File: config.mk
export PLATFORM = sky130hd
export DESIGN_NAME = vga_pattern_gen
export DESIGN_NICKNAME = d
export VERILOG_FILES = /design/src/rtl/vga_pattern_gen.sv
export SDC_FILE = /design/constraint.sdc
export NUM_CORES = 1
export LEC_CHECK = 0
export BUFFER_PORTS_ARGS = -buffer_cell sky130_fd_sc_hd__buf_4
export CAP_MARGIN = 20
export CORE_AREA = 2 2 110 85
export DETAILED_ROUTE_END_ITERATION = 8
export DIE_AREA = 0 0 112 87
export PLACE_DENSITY = 0.56
export SYNTH_ARGS = -nofsm -noshare
export SYNTH_HDL_FRONTEND = slang
export SYNTH_SLANG_ARGS = --single-unit
File: constraint.sdc
create_clock -name clk -period 3.2 [get_ports clk]
set_input_delay 0.32 -clock clk [delete_from_list [all_inputs] [get_ports clk]]
set_output_delay 0.32 -clock clk [all_outputs]
set_load 0.02 [all_outputs]
File: src/rtl/vga_pattern_gen.sv
// vga_pattern_gen: test-pattern source for the VGA output stage.
// Two-stage pipeline: stage 1 captures coordinates, display-active and the
// effective mode; stage 2 renders the pattern and registers RGB and de_o.
// Optional 1-pixel white border is compiled in when VGA_PGEN_BORDER_EN is defined.
module vga_pattern_gen #(
  parameter int H_ACTIVE   = 640,
  parameter int V_ACTIVE   = 480,
  parameter int BAR_W      = 80,
  parameter int CHECK_LOG2 = 5
) (
  input  logic        clk,
  input  logic        rst,
  input  logic [11:0] Xpos,
  input  logic [11:0] Ypos,
  input  logic        Disp_activ,
  input  logic [3:0]  mode,
  output logic [7:0]  R_o,
  output logic [7:0]  G_o,
  output logic [7:0]  B_o,
  output logic        de_o,
  output logic [7:0]  frame_cnt_o
);

  logic        frame_start;
  logic [3:0]  active_mode;
  logic [7:0]  frame_cnt;
  logic [3:0]  eff_mode;
  logic [7:0]  eff_cnt;

  logic [11:0] s1_x;
  logic        s1_y_bit;
  logic        s1_de;
  logic [3:0]  s1_mode;
  logic [5:0]  s1_cnt;
`ifdef VGA_PGEN_BORDER_EN
  logic        s1_border;
`endif

  logic [11:0] bar_q;
  logic [2:0]  bar_idx;
  logic [23:0] pix;

  // A frame start loads the new mode and bumps the count; that same pixel
  // must already see the new values, so bypass the registers on that cycle.
  always_comb begin
    frame_start = Disp_activ && (Xpos == 12'd0) && (Ypos == 12'd0);
    eff_mode    = frame_start ? mode : active_mode;
    eff_cnt     = frame_start ? (frame_cnt + 8'd1) : frame_cnt;
  end

  // Frame-boundary state: mode only changes at frame start so frames never tear.
  always_ff @(posedge clk or negedge rst) begin
    if (!rst) begin
      active_mode <= 4'd0;
      frame_cnt   <= 8'd0;
    end else if (frame_start) begin
      active_mode <= mode;
      frame_cnt   <= frame_cnt + 8'd1;
    end
  end

  // Stage 1: capture everything the renderer needs for this pixel.
  always_ff @(posedge clk or negedge rst) begin
    if (!rst) begin
      s1_x      <= 12'd0;
      s1_y_bit  <= 1'b0;
      s1_de     <= 1'b0;
      s1_mode   <= 4'd0;
      s1_cnt    <= 6'd0;
`ifdef VGA_PGEN_BORDER_EN
      s1_border <= 1'b0;
`endif
    end else begin
      s1_x      <= Xpos;
      s1_y_bit  <= Ypos[CHECK_LOG2];
      s1_de     <= Disp_activ;
      s1_mode   <= eff_mode;
      s1_cnt    <= eff_cnt[5:0];
`ifdef VGA_PGEN_BORDER_EN
      s1_border <= (Xpos == 12'd0) || (Xpos == 12'(H_ACTIVE - 1)) ||
                   (Ypos == 12'd0) || (Ypos == 12'(V_ACTIVE - 1));
`endif
    end
  end

  // Pattern renderer: pure function of the stage-1 values.
  always_comb begin
    pix     = 24'h000000;
    bar_q   = s1_x / 12'(BAR_W);
    bar_idx = (bar_q > 12'd7) ? 3'd7 : bar_q[2:0];
    case (s1_mode)
      4'd1: pix = 24'hFFFFFF;
      4'd2: begin
        case (bar_idx)
          3'd0:    pix = 24'hFFFFFF;
          3'd1:    pix = 24'hFFFF00;
          3'd2:    pix = 24'h00FFFF;
          3'd3:    pix = 24'h00FF00;
          3'd4:    pix = 24'hFF00FF;
          3'd5:    pix = 24'hFF0000;
          3'd6:    pix = 24'h0000FF;
          default: pix = 24'h000000;
        endcase
      end
      4'd3: pix = (s1_x[CHECK_LOG2] ^ s1_y_bit) ? 24'hFFFFFF : 24'h000000;
      4'd4: pix = {s1_x[7:0], s1_x[7:0], s1_x[7:0]};
      4'd5: pix = (s1_x[9:4] == s1_cnt) ? 24'hFFFFFF : 24'h000000;
      4'd6: pix = 24'hFF0000;
      4'd7: pix = 24'h00FF00;
      4'd8: pix = 24'h0000FF;
      default: pix = 24'h000000;
    endcase
`ifdef VGA_PGEN_BORDER_EN
    if (s1_border && (s1_mode != 4'd0)) pix = 24'hFFFFFF;
`endif
    if (!s1_de) pix = 24'h000000;
  end

  // Stage 2: register the rendered pixel and the delayed display-enable.
  always_ff @(posedge clk or negedge rst) begin
    if (!rst) begin
      R_o  <= 8'd0;
      G_o  <= 8'd0;
      B_o  <= 8'd0;
      de_o <= 1'b0;
    end else begin
      R_o  <= pix[23:16];
      G_o  <= pix[15:8];
      B_o  <= pix[7:0];
      de_o <= s1_de;
    end
  end

  assign frame_cnt_o = frame_cnt;

endmodule

# After elaboration in Yosys (flattened, before gate mapping)
# Cells that the tools add are included.
# W data, S select, Z words.
totals:
  regBits: 51
  input_bits: 31
  output_inout_bits: 33
  wordCells: 40
op_classes:
  n_addsub: 1
  div: 1
  magnitude_cmp: 1
  n_eq_ne: 15
  n_mux: 6
  bitwise: 1
  n_reduce_logical: 5
op_table:
  columns: ["cell", "count"]
  rows:
  - ["$pmux W24 S8", 1]
  - ["$pmux W24 S7", 1]
  - ["$mux W24", 3]
  - ["$logic_not A12 Y1", 2]
  - ["$eq A4 B3 Y1 const B", 4]
  - ["$div A12 B7 Y12 const B", 1]
  - ["$gt A12 B3 Y1 const B", 1]
  - ["$eq A3 B3 Y1 const B", 3]
  - ["$add A8 B1 Y8 const B", 1]
  - ["$eq A4 B2 Y1 const B", 2]
  - ["$eq A3 B2 Y1 const B", 2]
  - ["$eq A6 B6 Y1", 1]
  - ["$eq A4 B1 Y1 const B", 1]
  - ["$eq A4 B4 Y1 const B", 1]
  - ["$eq A3 B1 Y1 const B", 1]
  - ["$logic_not A3 Y1", 1]
  - ["$mux W3", 1]
  - ["$logic_and A1 B1 Y1", 2]
  - ["$xor A1 B1 Y1", 1]

# Longest topological paths before layout
depth:
  depth_word: 7
  mapped_depth: 8
  ltp_nobuf: 6

# Worst setup path before layout
# No wires, ideal clock.
synth_path:
  path_type: "flip-flop to flip-flop"
  start: "register s1_x[8]"
  end: "register B_o[0]"
  setup_time_ps: 156
  t_arrival_ps: 1798
  required_time_ps: 3044
  path_slack_ps: 1245
  stages_incl_launch_ff: 8
  path_buffers: 1
  period_less_slack_ps: 1955
  cell_sequence: "dfrtp_1 > buf_2 > or4b_2 > a211oi_1 > a2111o_1 > a2111oi_4 > o211ai_4 > o221ai_1"
synth_via:
  elab_chain_cells: 7
  elab_cells_between_ends: 15
  cone_classes: "div: 1; order compare: 1; eq/ne: 7; mux: 5; reduce/logical: 1"
synth_lines:
  columns: ["item", "line", "rtl"]
  rows:
  - ["from (decl)", "30", "logic [11:0] s1_x;"]
  - ["from (signal assigned)", "74", "s1_x <= Xpos;"]
  - ["$div A12 B7 Y12", "89", "bar_q = s1_x / 12'(BAR_W);"]
  - ["$gt A12 B3 Y1", "90", "bar_idx = (bar_q > 12'd7) ? 3'd7 : bar_q[2:0];"]
  - ["$mux W3", "90", null]
  - ["$eq A3 B3 Y1 (tied with other cells)", "94", "case (bar_idx)"]
  - ["$pmux W24 S7", "94", null]
  - ["$pmux W24 S8 *", "91", "case (s1_mode)"]
  - ["$mux W24 *", "116", "if (!s1_de) pix = 24'h000000;"]
  - ["named net pix[0]", "41", "logic [23:0] pix;"]
  - ["to (signal assigned)", "129", "B_o <= pix[7:0];"]
  - ["to (decl)", "19", "output logic [7:0] B_o,"]
# The timed path passes the listed nets; every way through them passes the cells marked *.
# A chain may end at the register's enable or synchronous reset.

# Worst setup path after layout
layout_path:
  start: "register s1_x[7]"
  end: "register B_o[7]"
# The elaborated chain is that of the path after synthesis.

==> impl_metrics.py <==
metrics = {
    "run_status": {
        "status": "completed",
    },
    "floorplanning": {
        "die_w_microns": 112,
        "io_pins": 64,
        "initial_core_util_pct": 28.8,
        "num_rows": 30,
        "dieArea_sq_um": 9740,
        "die_h_microns": 87,
        "fp.coreArea_sq_um": 8780,
    },
    "layout": {
        "nets": 325,
        "fill_cells": 929,
        "postLayoutCellArea_sq_um": 3230,
        "area_delta_synth_final_pct": 27.4,
        "drive_above_1_share_pct": 29.9,
        "n_antenna_cell": 0,
    },
    "synthesis": {
        "synth_area_sq_um": 2530,
        "syn_inst": 239,
        "syn-num-nets": 271,
        "synth_flop_cell": "dfrtp_1",
        "synthTopCellsByArea": "dfrtp_1 50%, a21oi_1 5.5%, xnor2_1 4.8%",
        "postSynthAreaPerCell_sq_um": 10.6,
        "synth_seq_area_share_pct": 50.4,
        "yosys-top-cells-count": "51 x dfrtp_1, 28 x a21oi_1, 16 x nand2_1, 14 x xnor2_1, 12 x nor2_1",
        "synth_most_common_cell": "dfrtp_1",
        "synth_seq_cells": 51,
        "yosysWarnings": 0,
        "synth_cell_type_count": 55,
        "yosys.area.top_type": "dfrtp_1",
        "async_reset_ff_share_pct": 100,
        "synth_edf_count": 0,
        "synth.top_cell.area_share_pct": 50.4,
    },
    "critical_path": {
        "path_class": "flip-flop to flip-flop",
        "reg2reg_depth": 6,
        "rr_startpoint": "s1_x[7]",
        "cpMaxStageDelayCell": "or4b_2",
        "cp-end-kind": "flip-flop",
        "cpLargestDelayFamily": "compound AO/OA/AOI/OAI gates",
        "rr_endpoint": "B_o[7]",
        "startpoint_type": "flip-flop",
        "crit_required_ns": 3.32,
        "path_cells": "or4b_2 -> a211oi_1 -> a2111o_1 -> a2111oi_4 -> o211ai_4 -> o221ai_1",
        "critPathBufInv": 0,
        "crit_fanout": 23,
        "critPathMaxStageDelay_ns": 0.78,
        "crit_arrival_ns": 2.55,
        "rrSetupSlack_ns": 0.78,
    },
    "grt": {
        "grt_overflow_total": 0,
        "grt_pass1_wl_microns": 10200,
        "antenna_found_initial": 0,
        "grt_pass1_vias": 2018,
        "grt_max_degree": 52,
        "grt_use_total_pct": 13.2,
    },
    "drt": {
        "drt_iter0_drc": 69,
        "vias_per_cell": 5.00,
        "wl_met3_microns": 319,
        "vias": 2028,
        "wl_met1_microns": 2930,
        "drtAntennaViolNets": 0,
        "met2_length_microns": 2870,
        "drt_wl_total_microns": 6180,
        "wire_per_inst_microns": 15.2,
        "maxUsedRoutingLayer": "met4",
        "dr.pass1.iters": 4,
        "drc": 0,
    },
    "sta": {
        "slew_headroom_pct": 42.4,
        "fin_crit_sh_pct": 75.8,
        "tns_ns": 0,
        "rsz0062_at_grt": "no",
        "clock_skew_ns": 0.00742,
        "max_freq_mhz": 413,
        "period_minus_slack_ns": 2.42,
        "tightest_slew_ns": 0.858,
        "hold_viol_final": 0,
        "finalSetupViolCount": 0,
        "slew_violations": 0,
    },
    "run": {
        "maxCapViolations": 0,
    },
    "clocking": {
        "path_clk_slew_ns": 0.07,
        "cts_sinks": 51,
        "postCtsSetupRepairBufs": 0,
        "numCtsBuffers": 5,
        "hold_buffers": 0,
        "clk_latency_ns": 0.29,
        "cts_tree": "built",
        "cts_max_level": 2,
        "cts-root-buf": "clkbuf_16",
        "cts_buffer_depth": 2,
        "ctsResizeCount": 0,
    },
    "pwr": {
        "power.ir.vdd_worst_mv": 0.210,
        "sw_frac_of_total_pct": 23.3,
        "p_seq_share_pct": 50.9,
        "power_density_nw_per_um2": 411,
        "netSwitchingPower_mw": 0.309,
        "combinationalPowerShare_pct": 8.5,
        "leakagePower_nw": 1.44,
        "clkPwrFrac_pct": 40.6,
        "power.internal_mw": 1.02,
    },
    "place": {
        "gp_congestion": 0.874,
        "portBuffers": 63,
        "post_dp_cell_area_sq_um": 3070,
        "dp_hpwl_microns": 4560,
    },
    "min_path": {
        "hold_class": "primary input to async pin",
    },
}
==> cell type report <==
class	instances	area [sq um]	share of cell area (%)
clock inverters	2	16.3	0.504
repair buffers	65	488	15.1
inverters	2	7.51	0.233
flip-flops and latches	51	1280	39.5
clock buffers	6	139	4.30
multi-input cells	168	1160	36.0
well taps	112	140	4.34
==> stage by stage <==
stage	hold slack, ns	std cells	util (%)	setup slack (ns)	total power [mW]
global route	0.113	406	36.8	0.684	1.38
floorplan	0.0244	239	-	1.25	0.743
finish	0.0527	406	36.8	0.776	1.33
detailed placement	0.368	398	35.0	0.836	0.801
CTS	0.0739	406	36.8	0.825	1.34
global placement	0.367	398	35.0	0.854	0.799
==> cells by family (layout without fill, tap and decap cells) <==
family / after synthesis / in the layout / share of synthesized area [%]
DFF: 51 / 51 / 50.4
adders and majority gates: 1 / 1 / 0.494
buffers and inverters: 20 / 75 / 3.80
xor gates and xnor gates: 20 / 20 / 6.91
muxes: 6 / 6 / 2.67
and+or+nand+nor: 68 / 68 / 14.9
AOI/OAI and AO/OA: 73 / 73 / 20.8
==> registers in the layout, indices dropped and copies added, names as in the netlist <==
signal	flops
B_o	8
G_o	8
R_o	8
de_o	1
frame_cnt_o	8
s1_de	1
s1_mode	4
s1_x	12
s1_y_bit	1
==> layout by cell type, fill, tap and decap left out, drive strengths merged, types with 2 or more instances in the layout <==
| cell | instances |
|---|---|
| a211oi | 2 |
| a21o | 4 |
| a21oi | 29 |
| a221o | 2 |
| a22oi | 3 |
| a2bb2oi | 2 |
| a31oi | 2 |
| buf | 65 |
| clkbuf | 6 |
| dfrtp | 51 |
| inv | 2 |
| mux2 | 6 |
| nand2 | 16 |
| nand2b | 4 |
| nand3 | 3 |
| nand3b | 2 |
| nand4 | 4 |
| nor2 | 13 |
| nor2b | 5 |
| nor3 | 4 |
| nor3b | 2 |
| nor4 | 6 |
| nor4b | 2 |
| o211ai | 3 |
| o21ai | 7 |
| o221ai | 8 |
| o22ai | 2 |
| or3b | 2 |
| xnor2 | 14 |
| xor2 | 6 |
==> worst max path at each step <==
| stage | from | to | cells past startpoint |
|---|---|---|---|
| 3_5_place_dp | s1_x[7] | B_o[4] | 6 |
| 6_report | s1_x[7] | B_o[7] | 6 |
| 4_1_cts | s1_x[7] | B_o[4] | 6 |
| 3_3_place_gp | s1_x[7] | B_o[0] | 6 |
| 5_1_grt | s1_x[7] | B_o[4] | 6 |
| 2_1_floorplan | s1_x[8] | B_o[0] | 7 |
==> power by group through the flow <==
stage | Sequential (mW) | Combinational, mW | Clock (mW)
2_1_floorplan | 0.670 | 0.0725 | 0
3_3_place_gp | 0.687 | 0.112 | 0
3_5_place_dp | 0.688 | 0.113 | 0
4_1_cts | 0.675 | 0.113 | 0.556
5_1_grt | 0.678 | 0.126 | 0.576
6_report | 0.676 | 0.113 | 0.539
==> per-layer routing <==
layer | GRT usage (%) | up-vias
met5 | 0 | -
met1 | 18.6 | 975
met2 | 20.3 | 63
met3 | 2.71 | 5
met4 | 4.55 | 0
li1 | - | 985
No activity file was read; power rests on OpenSTA's default activity.
